[src/rtl/serial_rx_frame.sv]
// 8N1 serial frame receiver: finds the start bit, samples each bit at its
// midpoint and hands bytes over through a one-entry holding register.
//
// Ports:
//   clk          system clock, all logic on posedge
//   reset_n      asynchronous active-low reset
//   rx_sync      synchronized serial line, idle high
//   rx_dequeue   consumer takes rx_data this cycle
//   rx_data      last received byte, stable while rx_valid is high
//   rx_valid     holding register full
//   frame_error  one-cycle pulse when the stop bit is sampled low
//   overrun      one-cycle pulse when a new byte replaces an unread one
module serial_rx_frame #(
    parameter int CLOCKS_PER_BIT = 16
) (
    input  logic       clk,
    input  logic       reset_n,
    input  logic       rx_sync,
    input  logic       rx_dequeue,
    output logic [7:0] rx_data,
    output logic       rx_valid,
    output logic       frame_error,
    overrun
);

    localparam int CW = $clog2(CLOCKS_PER_BIT);
    localparam logic [CW-1:0] HALF_M1 = CW'(CLOCKS_PER_BIT / 2 - 1);
    localparam logic [CW-1:0] FULL_M1 = CW'(CLOCKS_PER_BIT - 1);

    localparam logic [2:0] IDLE      = 3'd0;
    localparam logic [2:0] START     = 3'd1;
    localparam logic [2:0] DATA      = 3'd2;
    localparam logic [2:0] STOP      = 3'd3;
    localparam logic [2:0] WAIT_HIGH = 3'd4;

    logic [2:0]    state;
    logic [CW-1:0] count;
    logic [2:0]    bit_idx;
    logic [7:0]    shift;
    logic          tick;
    logic          load;
    logic          stop_bad;

    always_comb begin
        tick     = (count == '0);
        load     = (state == STOP) && tick && rx_sync;
        stop_bad = (state == STOP) && tick && !rx_sync;
    end

    always_ff @(posedge clk or negedge reset_n) begin
        if (!reset_n) begin
            state   <= IDLE;
            count   <= '0;
            bit_idx <= '0;
            shift   <= '0;
        end else begin
            case (state)
                IDLE: begin
                    if (!rx_sync) begin
                        count <= HALF_M1;
                        state <= START;
                    end
                end
                START: begin
                    if (!tick) begin
                        count <= count - 1'b1;
                    end else if (!rx_sync) begin
                        count   <= FULL_M1;
                        bit_idx <= '0;
                        state   <= DATA;
                    end else begin
                        // Start bit gone at its midpoint: a glitch.
                        state <= IDLE;
                    end
                end
                DATA: begin
                    if (!tick) begin
                        count <= count - 1'b1;
                    end else begin
                        shift <= {rx_sync, shift[7:1]};
                        count <= FULL_M1;
                        if (bit_idx == 3'd7) begin
                            state <= STOP;
                        end else begin
                            bit_idx <= bit_idx + 3'd1;
                        end
                    end
                end
                STOP: begin
                    if (!tick) begin
                        count <= count - 1'b1;
                    end else if (rx_sync) begin
                        state <= IDLE;
                    end else begin
                        state <= WAIT_HIGH;
                    end
                end
                WAIT_HIGH: begin
                    // A held-low line (break) must not start new frames.
                    if (rx_sync) begin
                        state <= IDLE;
                    end
                end
                default: state <= IDLE;
            endcase
        end
    end

    always_ff @(posedge clk or negedge reset_n) begin
        if (!reset_n) begin
            rx_data     <= 8'h00;
            rx_valid    <= 1'b0;
            frame_error <= 1'b0;
            overrun     <= 1'b0;
        end else begin
            frame_error <= stop_bad;
            overrun     <= load && rx_valid && !rx_dequeue;
            if (load) begin
                rx_data  <= shift;
                rx_valid <= 1'b1;
            end else if (rx_dequeue) begin
                rx_valid <= 1'b0;
            end
        end
    end

endmodule

[config.mk]
export PLATFORM = sky130hd
export DESIGN_NAME = serial_rx_frame
export DESIGN_NICKNAME = d
export VERILOG_FILES = /design/src/rtl/serial_rx_frame.sv
export SDC_FILE = /design/constraint.sdc
export NUM_CORES = 1
export LEC_CHECK = 0
export BUFFER_PORTS_ARGS = -buffer_cell sky130_fd_sc_hd__buf_4
export CAP_MARGIN = 20
export CORE_ASPECT_RATIO = 0.8
export CORE_UTILIZATION = 56
export CTS_CLUSTER_DIAMETER = 40
export DETAILED_ROUTE_END_ITERATION = 8
export PLACE_DENSITY_LB_ADDON = 0.25
export SLEW_MARGIN = 20
export SYNTH_ARGS = -nofsm -noshare
export SYNTH_HDL_FRONTEND = slang
export SYNTH_SLANG_ARGS = --single-unit
[constraint.sdc]
create_clock -name clk -period 2 [get_ports clk]
set_input_delay 0.1 -clock clk [delete_from_list [all_inputs] [get_ports clk]]
set_output_delay 0.1 -clock clk [all_outputs]
set_load 0.05 [all_outputs]
# Word-level counts from Yosys, hierarchy flattened
# Cells that the tools add are included.
[totals] regBits=29
[classes] n_addsub=2 eq_ne=15 n_mux=22 n_reduce_logical=16
[op_table] cell="$mux W3" count=11
[op_table] cell="$mux W4" count=5
[op_table] cell="$ne A2 B2 Y1 const B" count=9
[op_table] cell="$pmux W4 S4" count=1
[op_table] cell="$pmux W3 S5" count=1
[op_table] cell="$eq A3 B2 Y1 const B" count=2
[op_table] cell="$eq A3 B3 Y1 const B" count=2
[op_table] cell="$pmux W3 S2" count=1
[op_table] cell="$reduce_and A6 Y1" count=1
[op_table] cell="$logic_and A1 B1 Y1" count=5
[op_table] cell="$reduce_and A5 Y1" count=1
[op_table] cell="$logic_not A4 Y1" count=1
[op_table] cell="$reduce_and A4 Y1" count=1
[op_table] cell="$reduce_bool A2 Y1" count=2
[op_table] cell="$reduce_bool A4 Y1" count=1
[op_table] cell="$sub A4 B1 Y4 const B" count=1
[op_table] cell="$add A3 B1 Y3 const B" count=1
[op_table] cell="$eq A3 B1 Y1 const B" count=1
[op_table] cell="$logic_not A3 Y1" count=1
[op_table] cell="$ne A3 B3 Y1 const B" count=1
[op_table] cell="$logic_not A1 Y1" count=2
[op_table] cell="$mux W1" count=2
[op_table] cell="$mux W2" count=1
[op_table] cell="$reduce_and A2 Y1" count=1

# Depth between registers and ports, before layout
# Gate-level depths: netlist of the first run.
[depth] ltp_word=5 ltp_mapped=5

# Worst setup path before layout of the first run
# No wires, ideal clock.
[synth_path] path_kind="reg-to-reg" from="reg count[0]" to="reg count[1]" setup_time_ns=0.139 arrival_ns=1.539 required_time_ns=1.861 setup_slack_ns=0.322 stages_incl_launch_ff=6 path_buffers=0 period_less_slack_ns=1.678 path_cell_list="dfrtp_1 -> inv_1 -> ha_1 -> or3b_2 -> a211oi_1 -> a211oi_1"
[synth_via] elab_chain_cells=3 word_cells_on_any_way=9 cone_classes="1 x add/sub; 2 x eq/ne; 4 x mux; 2 x reduce/logical"
[synth_lines] item="start, declared" line="37" source="logic [CW-1:0] count;"
[synth_lines] item="start signal, assigned" line="66" source="count <= count - 1'b1;"
[synth_lines] item="start signal, assigned" line="78" source="count <= count - 1'b1;"
[synth_lines] item="start signal, assigned" line="91" source="count <= count - 1'b1;"
[synth_lines] item="$sub A4 B1 Y4 or $logic_not A4 Y1 (tied branches)"
[synth_lines] item="$mux W4 (tied with other cells)" line="90" source="if (!tick) begin"
[synth_lines] item="$pmux W4 S4 or $reduce_and A4 Y1 (tied branches)"
# Several ways; a longest one is shown, not always the timed one. The select of a mux whose other input is x is not followed.
# A chain may end at the register's enable or synchronous reset.

# Worst setup path after layout of the first run
[layout_path] from="reg count[1]" to="reg rx_data[3]"
[layout_via] elab_chain_cells=3
[layout_lines] item="$logic_not A4 Y1" line="45" source="tick = (count == '0);"
[layout_lines] item="$logic_and A1 B1 Y1 (2 in series)" line="46" source="load = (state == STOP) && tick && rx_sync;"
[layout_lines] item="end signal, assigned" line="119" source="rx_data <= shift;"
[layout_lines] item="end, declared" line="20" source="output logic [7:0] rx_data,"
# Every way passes these cells.

==> impl_metrics.tcl, run 1 <==
set metrics [dict create \
    synth_nets 115 \
    num_rows 15 \
    synth.avg_cell_area_sq_um 12.3 \
    post_drt_wl_per_cell_microns 14.9 \
    final_antenna_net_count 0 \
    post_cts_buffers 0 \
    diodes 0 \
    dr.pass1.iters 4 \
    layout.area.seq_sq_um 726 \
    setup_violations 0 \
    initial_core_util_pct 60.6 \
    grt_max_degree 30 \
    clkTransAtPathRegs_ps 90 \
    ir_worst_vdd_mv 0.833 \
    netlist_area_sq_mm 0.00133 \
    first_iter_violations 15 \
    die_area_sq_mm 0.00258 \
    power.leakage_uw 0.000788 \
    yosys_warnings 0 \
    synth.distinct_cells 32 \
    cts_sinks 29 \
    die_y_microns 45.6 \
    ys_seq_area_share_pct 54.5 \
    critPathMaxFanout 10 \
    gp_congestion 0.820 \
    fin_hold_ws_ps 60.9 \
    layoutNonFillerInstCount 155 \
    antenna_found_initial 0 \
    core-area_sq_mm 0.00220 \
    worstMarginPinSlew_ps 536 \
    ios 15 \
    outcome "finished, final reports clean" \
    final_cell_area_sq_mm 0.00154 \
    slowest_stage "dfrtp_1" \
    worstPathRequired_ps 2190 \
    report.final.slew_viol_count 0 \
    max_freq_mhz 512 \
    area_growth_pct 15.6 \
    cpPeakStageDelay_ps 420 \
    root_buffer "clkbuf_4" \
    max-slew-margin-rel_pct 63.9 \
    vias 866 \
    drive_gt1_share_pct 35.4 \
    cts_buffer_depth 2 \
    place_inst 145 \
    clkLatencyLatePin_ps 300 \
    p_per_area_mw_per_mm2 1130 \
    post-route-period-util_pct 97.6 \
    die_x_microns 56.5 \
    grt_overflow 0 \
    final_nets 136 \
    finalHoldViolCount 0 \
    period_needed_ps 1950 \
    criticalPathCategory "reg2reg" \
    grt_pass1_wl_mm 3.80 \
    avgViaCountPerCell 5.59 \
    max_cap_violations 0 \
    drc_errors 0 \
    power.total_uw 1740 \
    critPathCaptureType "register" \
    wirelength_mm 2.30 \
    first_global_vias 838 \
    rsz0062_at_grt "true" \
    fillCellCount 167 \
    fin_worst_skew_ps 3.85 \
    hold_class "in2reg" \
    place_area_sq_mm 0.00146 \
    crit_arrival_ps 2140 \
    critPathLaunchType "register" \
    hpwl_mm 1.58 \
    cts_buffers 5 \
    ys_ff_latch 29 \
    multiInputGateArea_sq_um 557 \
    cts_tree "yes" \
    numPortBuffers 14 \
    postSynthCellCount 108 \
    h-tree-depth 2 \
    grt_util_all_layers_pct 20.0 \
    cp_cell_sequence "inv_1 -> ha_1 -> nor4b_4 -> nand4_2 -> mux2_2" \
    tns_ps 0 \
]
[Yosys cell counts]
cell type   n  area [sq um]
buf_2       1          5.00
nand3_1     2          10.0
mux2i_1     2          20.0
nand4_2     1          12.5
nor4b_4     1          23.8
nor4b_1     1          8.76
o21a_1      1          7.51
nor3b_1     3          22.5
dfrtp_1    29           726
nor2b_1     4          25.0
or2_2       1          6.26
o22ai_1     1          6.26
ha_1        3          37.5
inv_1       7          26.3
or3b_2      1          8.76
a21oi_1     4          20.0
clkbuf_1    2          7.51
buf_6       1          11.3
o21ai_0     2          10.0
xor2_1      1          8.76
nand3b_1    1          7.51
a211oi_1    5          37.5
nand2b_1    1          6.26
a311oi_1    1          8.76
nor4_1      1          6.26
nand2_1     5          18.8
o31ai_1     2          15.0
nor2_1      4          15.0
buf_1       1          3.75
o31a_1      1          8.76
a211o_1     1          8.76
mux2_2     17           191
[registers in the layout, summed over array words and instances (netlist names)]
name         flops
bit_idx          3
count            4
frame_error      1
overrun          1
rx_data          8
rx_valid         1
shift            8
state            3
[metrics by stage]
step                      utilization, %  worst slack, ps
after floorplan                        -              322
after global placement              66.6              136
after detailed placement            66.6             52.2
after CTS                           69.9             34.6
after global routing                70.1            -89.3
final                               70.1             47.6
[cell families after synthesis]
| family | Yosys count | share of synthesized area (%) |
|---|---|---|
| DFF | 29 | 54.5 |
| and+or+nand+nor | 26 | 12.9 |
| muxes | 19 | 15.9 |
| AOI/OAI and AO/OA | 18 | 9.21 |
| buffers and inverters | 12 | 4.04 |
| adders and majority gates | 3 | 2.82 |
| xor gates and xnor gates | 1 | 0.658 |
[per-layer routing]
layer / global-route usage, % / up-vias / routed length [microns]
met4: 5.85 / 0 / 14
met5: 0 / - / 0
met1: 24.9 / 418 / 1100
met2: 34.6 / 19 / 1100
li1: - / 427 / -
met3: 5.97 / 2 / 88
[where the power goes]
group	internal (uW)	switching [uW]
combinational	269	303
sequential	708	143
clock	134	184
[area by class of cell]
| cell class | instances | share of cell area [%] |
|---|---|---|
| Sequential cell | 29 | 47.2 |
| Tap cell | 25 | 2.03 |
| Timing Repair Buffer | 19 | 9.59 |
| Multi-Input combinational cell | 67 | 36.2 |
| Inverter | 7 | 1.71 |
| Clock inverter | 2 | 0.650 |
| Clock buffer | 6 | 2.68 |
[cell usage in the layout (no fill, tap or decap), drive strengths merged]
cell         netlist  layout
nand2              5       5
nor2               4       4
nand4              1       1
a211oi             5       5
o21ai              2       2
nor4               1       1
mux2              17      17
a211o              1       1
xor2               1       1
nand2b             1       1
o31ai              2       2
o21a               1       1
o31a               1       1
a21oi              4       4
nand3b             1       1
a311oi             1       1
buf                3      17
inv                7       7
dlygate4sd3        0       2
clkbuf             2       6
nor2b              4       4
nand3              2       2
ha                 3       3
dfrtp             29      29
o22ai              1       1
or2                1       1
nor3b              3       3
clkinv             0       2
or3b               1       1
mux2i              2       2
nor4b              2       2
[path summary, 6_finish.rpt]
kind                                              from                     end  slack (ps)  cells after the start
worst max-delay path              count[1]$_DFFE_PN0P_  rx_data[3]$_DFFE_PN0P_          50                      5
worst max register to register    count[1]$_DFFE_PN0P_  rx_data[3]$_DFFE_PN0P_          50                      5
min in group asynchronous                      reset_n    count[3]$_DFFE_PN0P_         250                      2
worst min-delay path                        rx_dequeue    rx_valid$_DFFE_PN0P_          60                      3
max in group asynchronous                      reset_n  bit_idx[0]$_DFFE_PN0P_        1480                      2
worst min register to register  rx_data[5]$_DFFE_PN0P_  rx_data[5]$_DFFE_PN0P_         510                      1
[critical path, delay by kind of cell, from the launching register on]
family	cells	cell delay, ps
AND/OR/NAND/NOR	2	720
flip-flops	1	420
multiplexers	1	380
adder cells (fa/ha/maj)	1	220
buffers and inverters	1	100
[what timing repair did]
item / in CTS / in global routing
endpoints found under the hold margin: 30 / 0
hold buffers: 2 / 0
gates resized for setup: 0 / 1
setup endpoints to repair: 0 / 20
(Power assumes the default switching activity.)
==> run 2: changes to the inputs <==
--- a/config.mk
+++ b/config.mk
@@ -12,6 +12,7 @@
 export CTS_CLUSTER_DIAMETER = 40
 export DETAILED_ROUTE_END_ITERATION = 8
 export PLACE_DENSITY_LB_ADDON = 0.25
+export REMOVE_ABC_BUFFERS = 1
 export SLEW_MARGIN = 20
 export SYNTH_ARGS = -nofsm -noshare
 export SYNTH_HDL_FRONTEND = slang
==> run 2 against run 1 <==
Against the previous run: total power rose by 1.8%; worst hold slack lost 35 ps; final cell count is the same; combinational power down 3%; final area up 0.73%; setup slack gained 97 ps; critical path type unchanged; critical endpoint is now count[2]$_DFFE_PN0P_; largest cell class unchanged.
==> impl_metrics.tcl, run 2 (synthesis results as in run 1) <==
set metrics [dict create \
    outcome "finished, final reports clean" \
    fin_hold_ws_ps 25.4 \
    cpLargestDelayFamily "compound AO/OA/AOI/OAI gates" \
    tns_ps 0 \
    combPwrFrac_pct 31.4 \
    r2r_start "count[0]$_DFFE_PN0P_" \
    max_freq_mhz 539 \
    setup_violations 0 \
    vias 881 \
    clkLatencyLatePin_ps 330 \
    num_rows 15 \
    holdCritStartpoint "rx_dequeue" \
    gp_congestion 0.784 \
    drc_errors 0 \
    p_sw_share_pct 37.2 \
    hpwl_mm 1.58 \
    fin_ws_ps 144 \
    criticalPathCategory "reg2reg" \
    p_switching_uw 659 \
    crit_arrival_ps 2070 \
    die_x_microns 56.5 \
    initial_core_util_pct 60.6 \
    crit_start "count[0]$_DFFE_PN0P_" \
    post_drt_wl_per_cell_microns 15.3 \
    grt_overflow 0 \
    worstPathRequired_ps 2220 \
    wirelength_mm 2.37 \
    crit_buf_inv 1 \
    rsz0062_at_grt "false" \
    area_growth_pct 16.4 \
    grt_util_all_layers_pct 22.4 \
    post-place-ws_ps 61.9 \
    cts_sinks 29 \
    avgViaCountPerCell 5.68 \
    root_buffer "clkbuf_4" \
    fillCellCount 180 \
    layoutNonFillerInstCount 155 \
    finalHoldViolCount 0 \
    cts_tree "yes" \
    post-route-period-util_pct 92.8 \
    h-tree-depth 2 \
    top_regs "rx_data: 8 flops, shift: 8 flops, count: 4 flops" \
    clockPowerShare_pct 19.4 \
    clkTransAtPathRegs_ps 100 \
    dr.pass1.iters 4 \
    worstMarginPinSlew_ps 511 \
    critPathMaxFanout 5 \
    cpPeakStageDelay_ps 490 \
    report.final.slew_viol_count 0 \
    intPower_uw 1110 \
    final_nets 136 \
    power.leakage_uw 0.000781 \
    cts_buffer_depth 2 \
    core-area_sq_mm 0.00220 \
    grt_pass1_wl_mm 4.02 \
    period_needed_ps 1860 \
    mostFrequentLayoutCell "dfrtp_1" \
    cp_cell_sequence "inv_1 -> ha_1 -> or3b_2 -> a211oi_2 -> a211oi_1" \
    ir_worst_vdd_mv 1.12 \
    die_y_microns 45.6 \
    diodes 0 \
    die_area_sq_mm 0.00258 \
    grt_max_degree 30 \
    numPortBuffers 14 \
    ios 15 \
    critPathCaptureType "register" \
    final_antenna_net_count 0 \
    critPathLaunchType "register" \
    final_cell_mix "dfrtp_1, mux2_2, buf_4, inv_1, clkbuf_4" \
    slowest_stage "or3b_2" \
    first_iter_violations 9 \
    cts_buffers 5 \
    first_global_vias 873 \
    place_inst 144 \
    max_cap_violations 0 \
    fin_worst_skew_ps 9.91 \
    hold_class "in2reg" \
    antenna_found_initial 0 \
    max-slew-margin-rel_pct 65.6 \
    drive_gt1_share_pct 36.2 \
    seqPwrFrac_pct 49.2 \
    p_per_area_mw_per_mm2 1140 \
]
## run 2: cell counts in the layout (fill, tap and decap cells not counted)
No cell type changed its count.
## run 2: worst min-delay path: stages
cell	delay (ps)
buf_4	70
nand2b_1	110
nor2_1	50
## run 2: per-layer routing
metal	routed length [microns]	vias to the layer above	track usage, %	share of wire, %
li1	-	430	-	-
met1	1100	433	26.8	46
met2	1140	16	36.7	48
met3	106	2	5.97	4.5
met4	28	0	14.6	1.2
met5	0	-	0	0
## run 2: path summary, 6_finish.rpt
| kind | end | slack [ps] | cells past startpoint |
|---|---|---|---|
| setup / recovery | count[2]$_DFFE_PN0P_ | 140 | 5 |
| hold / removal | overrun$_DFF_PN0_ | 30 | 3 |
| setup reg to reg | count[2]$_DFFE_PN0P_ | 140 | 5 |
| hold reg to reg | rx_data[2]$_DFFE_PN0P_ | 510 | 1 |
| max in group asynchronous | shift[3]$_DFFE_PN0P_ | 1510 | 2 |
| min in group asynchronous | count[1]$_DFFE_PN0P_ | 210 | 2 |
## run 2: final cells by class
type / instances / area (sq um) / area share [%]
flip-flops and latches: 29 / 726 / 46.8
multi-input cells: 67 / 568 / 36.6
repair buffers: 19 / 148 / 9.52
clock buffers: 6 / 41.3 / 2.66
well taps: 25 / 31.3 / 2.02
inverters: 7 / 26.3 / 1.69
clock inverters: 2 / 10.0 / 0.646
## run 2: power by group through the flow
stage	Sequential (uW)	Clock [uW]	Combinational, uW
2_1_floorplan	902	0	344
3_3_place_gp	862	0	506
3_5_place_dp	873	0	533
4_1_cts	861	353	540
5_1_grt	892	375	619
6_report	871	343	556
## run 2: repair_timing
action	CTS	global route
hold buffers	2	0
setup endpoints to repair	0	19
endpoints found under the hold margin	31	0
buffers inserted	0	1
gates resized for setup	0	3
## run 2: stage by stage
step,total power [uW],area [sq um],utilization [%]
after floorplan,1250,1300,-
after global placement,1370,1460,66.3
after detailed placement,1410,1460,66.3
after CTS,1760,1530,69.5
after global routing,1890,1550,70.6
final,1770,1550,70.6
==> run 3: changes to the inputs <==
--- a/config.mk
+++ b/config.mk
@@ -7,8 +7,10 @@
 export LEC_CHECK = 0
 export BUFFER_PORTS_ARGS = -buffer_cell sky130_fd_sc_hd__buf_4
 export CAP_MARGIN = 20
+export CELL_PAD_IN_SITES_DETAIL_PLACEMENT = 1
+export CELL_PAD_IN_SITES_GLOBAL_PLACEMENT = 1
 export CORE_ASPECT_RATIO = 0.8
-export CORE_UTILIZATION = 56
+export CORE_UTILIZATION = 45
 export CTS_CLUSTER_DIAMETER = 40
 export DETAILED_ROUTE_END_ITERATION = 8
 export PLACE_DENSITY_LB_ADDON = 0.25
==> run 3 against run 2 <==
Against the previous run: combinational power increased by 7.2%; flip-flop and latch count unchanged; final cell count increased by 7.1%; global-route usage decreased by 2.0 points; via count increased by 0.45%; clock power increased by 23%; final area increased by 1.3%; non-clock buffer count unchanged; utilization decreased by 14 points; setup slack got worse by 87 ps; worst hold slack improved by 33 ps; first-iteration DRC count increased to 3.1 times the previous value; critical endpoint is now rx_data[5]$_DFFE_PN0P_.
==> impl_metrics.tcl, run 3 (synthesis results as in run 1) <==
set metrics [dict create \
    outcome "finished, final reports clean" \
    max-slew-margin-rel_pct 59.8 \
    p_per_area_mw_per_mm2 1200 \
    fin_worst_skew_ps 3.81 \
    initial_core_util_pct 47.8 \
    num_rows 17 \
    die_area_sq_mm 0.00318 \
    post_cts_resized 0 \
    hold_class "in2reg" \
    cts_buffer_depth 2 \
    place_inst 159 \
    worstPathRequired_ps 2150 \
    report.final.slew_viol_count 0 \
    rr_worst_depth 5 \
    max_freq_mhz 515 \
    max_cap_violations 0 \
    cts_buffers 5 \
    vias 885 \
    grt_max_degree 30 \
    slowest_stage "dfrtp_1" \
    numPortBuffers 14 \
    fin_ws_ps 57.5 \
    first_iter_violations 28 \
    cp_cell_sequence "inv_1 -> ha_1 -> nor4b_4 -> nand4_2 -> mux2_2" \
    root_buffer "clkbuf_8" \
    crit_buf_inv 1 \
    multiInputGateArea_sq_um 552 \
    critPathCaptureType "register" \
    drc_errors 0 \
    grt_overflow 0 \
    wirelength_mm 2.75 \
    post_drt_wl_per_cell_microns 16.6 \
    crit_arrival_ps 2090 \
    cts_sinks 29 \
    hpwl_mm 1.92 \
    first_global_vias 995 \
    fillCellCount 306 \
    antenna_found_initial 0 \
    ios 15 \
    period_needed_ps 1940 \
    dr.pass1.iters 4 \
    cpPeakStageDelay_ps 420 \
    core-area_sq_mm 0.00279 \
    power.leakage_uw 0.000796 \
    mostFrequentLayoutCell "dfrtp_1" \
    critPathMaxFanout 10 \
    h-tree-depth 2 \
    setup_violations 0 \
    top_regs "rx_data: 8 flops, shift: 8 flops, count: 4 flops" \
    grt_pass1_wl_mm 4.79 \
    final_nets 136 \
    worstMarginPinSlew_ps 597 \
    clkTransAtPathRegs_ps 60 \
    diodes 0 \
    final_antenna_net_count 0 \
    post-route-period-util_pct 97.1 \
    criticalPathCategory "reg2reg" \
    rsz0062_at_grt "true" \
    critPathLaunchType "register" \
    area_growth_pct 18.0 \
    cts_tree "yes" \
    post-place-ws_ps 43.8 \
    path_depth 5 \
    layout.area.seq_sq_um 726 \
    cpLargestDelayFamily "simple AND/OR/NAND/NOR gates" \
    drive_gt1_share_pct 35.2 \
    fin_hold_ws_ps 58.1 \
    avgViaCountPerCell 5.33 \
    grt_util_all_layers_pct 20.4 \
    tns_ps 0 \
    die_y_microns 50.7 \
    clkLatencyLatePin_ps 270 \
    whs_path_depth 2 \
    ir_worst_vdd_mv 0.774 \
    gp_congestion 0.780 \
    die_x_microns 62.8 \
    final_cell_mix "dfrtp_1, buf_4, mux2_2, inv_1" \
    finalHoldViolCount 0 \
    layoutNonFillerInstCount 166 \
]
## run 3: cell types whose count changed in the layout (fill, tap and decap cells not counted)
cell           change
clkbuf_1           -1
a211oi_2           -1
clkinv_2           -1
clkbuf_8           +5
nand4_4            -1
clkbuf_4           -5
dlygate4sd3_1      -1
buf_4              +1
a211oi_1           +1
nand4_2            +1
nand2_2            -1
nand2_1            +1
## run 3: what timing repair did
item | 4_1_cts | 5_1_grt
endpoints found under the setup margin | 0 | 17
endpoints found under the hold margin | 29 | 0
buffers inserted | 0 | 0
hold buffers | 1 | 0
## run 3: metal layers
| metal | wire length (microns) | global-route usage [%] |
|---|---|---|
| met4 | 21 | 5.81 |
| met3 | 86 | 6.36 |
| met5 | 0 | 0 |
| met1 | 1260 | 23.1 |
| met2 | 1390 | 37.1 |
## run 3: where the power goes
group	total, uW	switching [uW]	internal, uW	leakage (uW)
Clock	423	195	228	0.0000399
Combinational	596	319	277	0.000373
Sequential	862	153	710	0.000383
Total	1880	666	1210	0.000796
## run 3: through the flow
| step | cell area [sq um] | power [uW] | util (%) |
|---|---|---|---|
| 2_1_floorplan | 1300 | 1250 | - |
| 3_3_place_gp | 1490 | 1400 | 53.3 |
| 3_5_place_dp | 1490 | 1460 | 53.3 |
| 4_1_cts | 1570 | 1900 | 56.4 |
| 5_1_grt | 1570 | 2010 | 56.4 |
| 6_report | 1570 | 1880 | 56.4 |
## run 3: final cells by class
class | count | share of cell area [%]
clock buffers | 5 | 4.38
clock inverters | 1 | 0.319
inverters | 7 | 1.67
multi-input cells | 67 | 35.1
flip-flops and latches | 29 | 46.2
well taps | 38 | 3.03
repair buffers | 19 | 9.24
## run 3: worst paths after layout
check                                  startpoint                      to  slack [ps]
hold / removal                            rx_sync   frame_error$_DFF_PN0_          60
min in group asynchronous                 reset_n  rx_data[3]$_DFFE_PN0P_         290
setup reg to reg             count[1]$_DFFE_PN0P_  rx_data[5]$_DFFE_PN0P_          60
hold reg to reg            rx_data[4]$_DFFE_PN0P_  rx_data[4]$_DFFE_PN0P_         500
setup / recovery             count[1]$_DFFE_PN0P_  rx_data[5]$_DFFE_PN0P_          60
max in group asynchronous                 reset_n  bit_idx[1]$_DFFE_PN0P_        1440
## run 3: worst reg2reg max path, delay by kind of cell, from the launching register on
kind / cells / cell delay, ps
flops: 1 / 420
simple gates: 2 / 680
buf+inv: 1 / 110
fa+ha+maj: 1 / 220
mux: 1 / 380
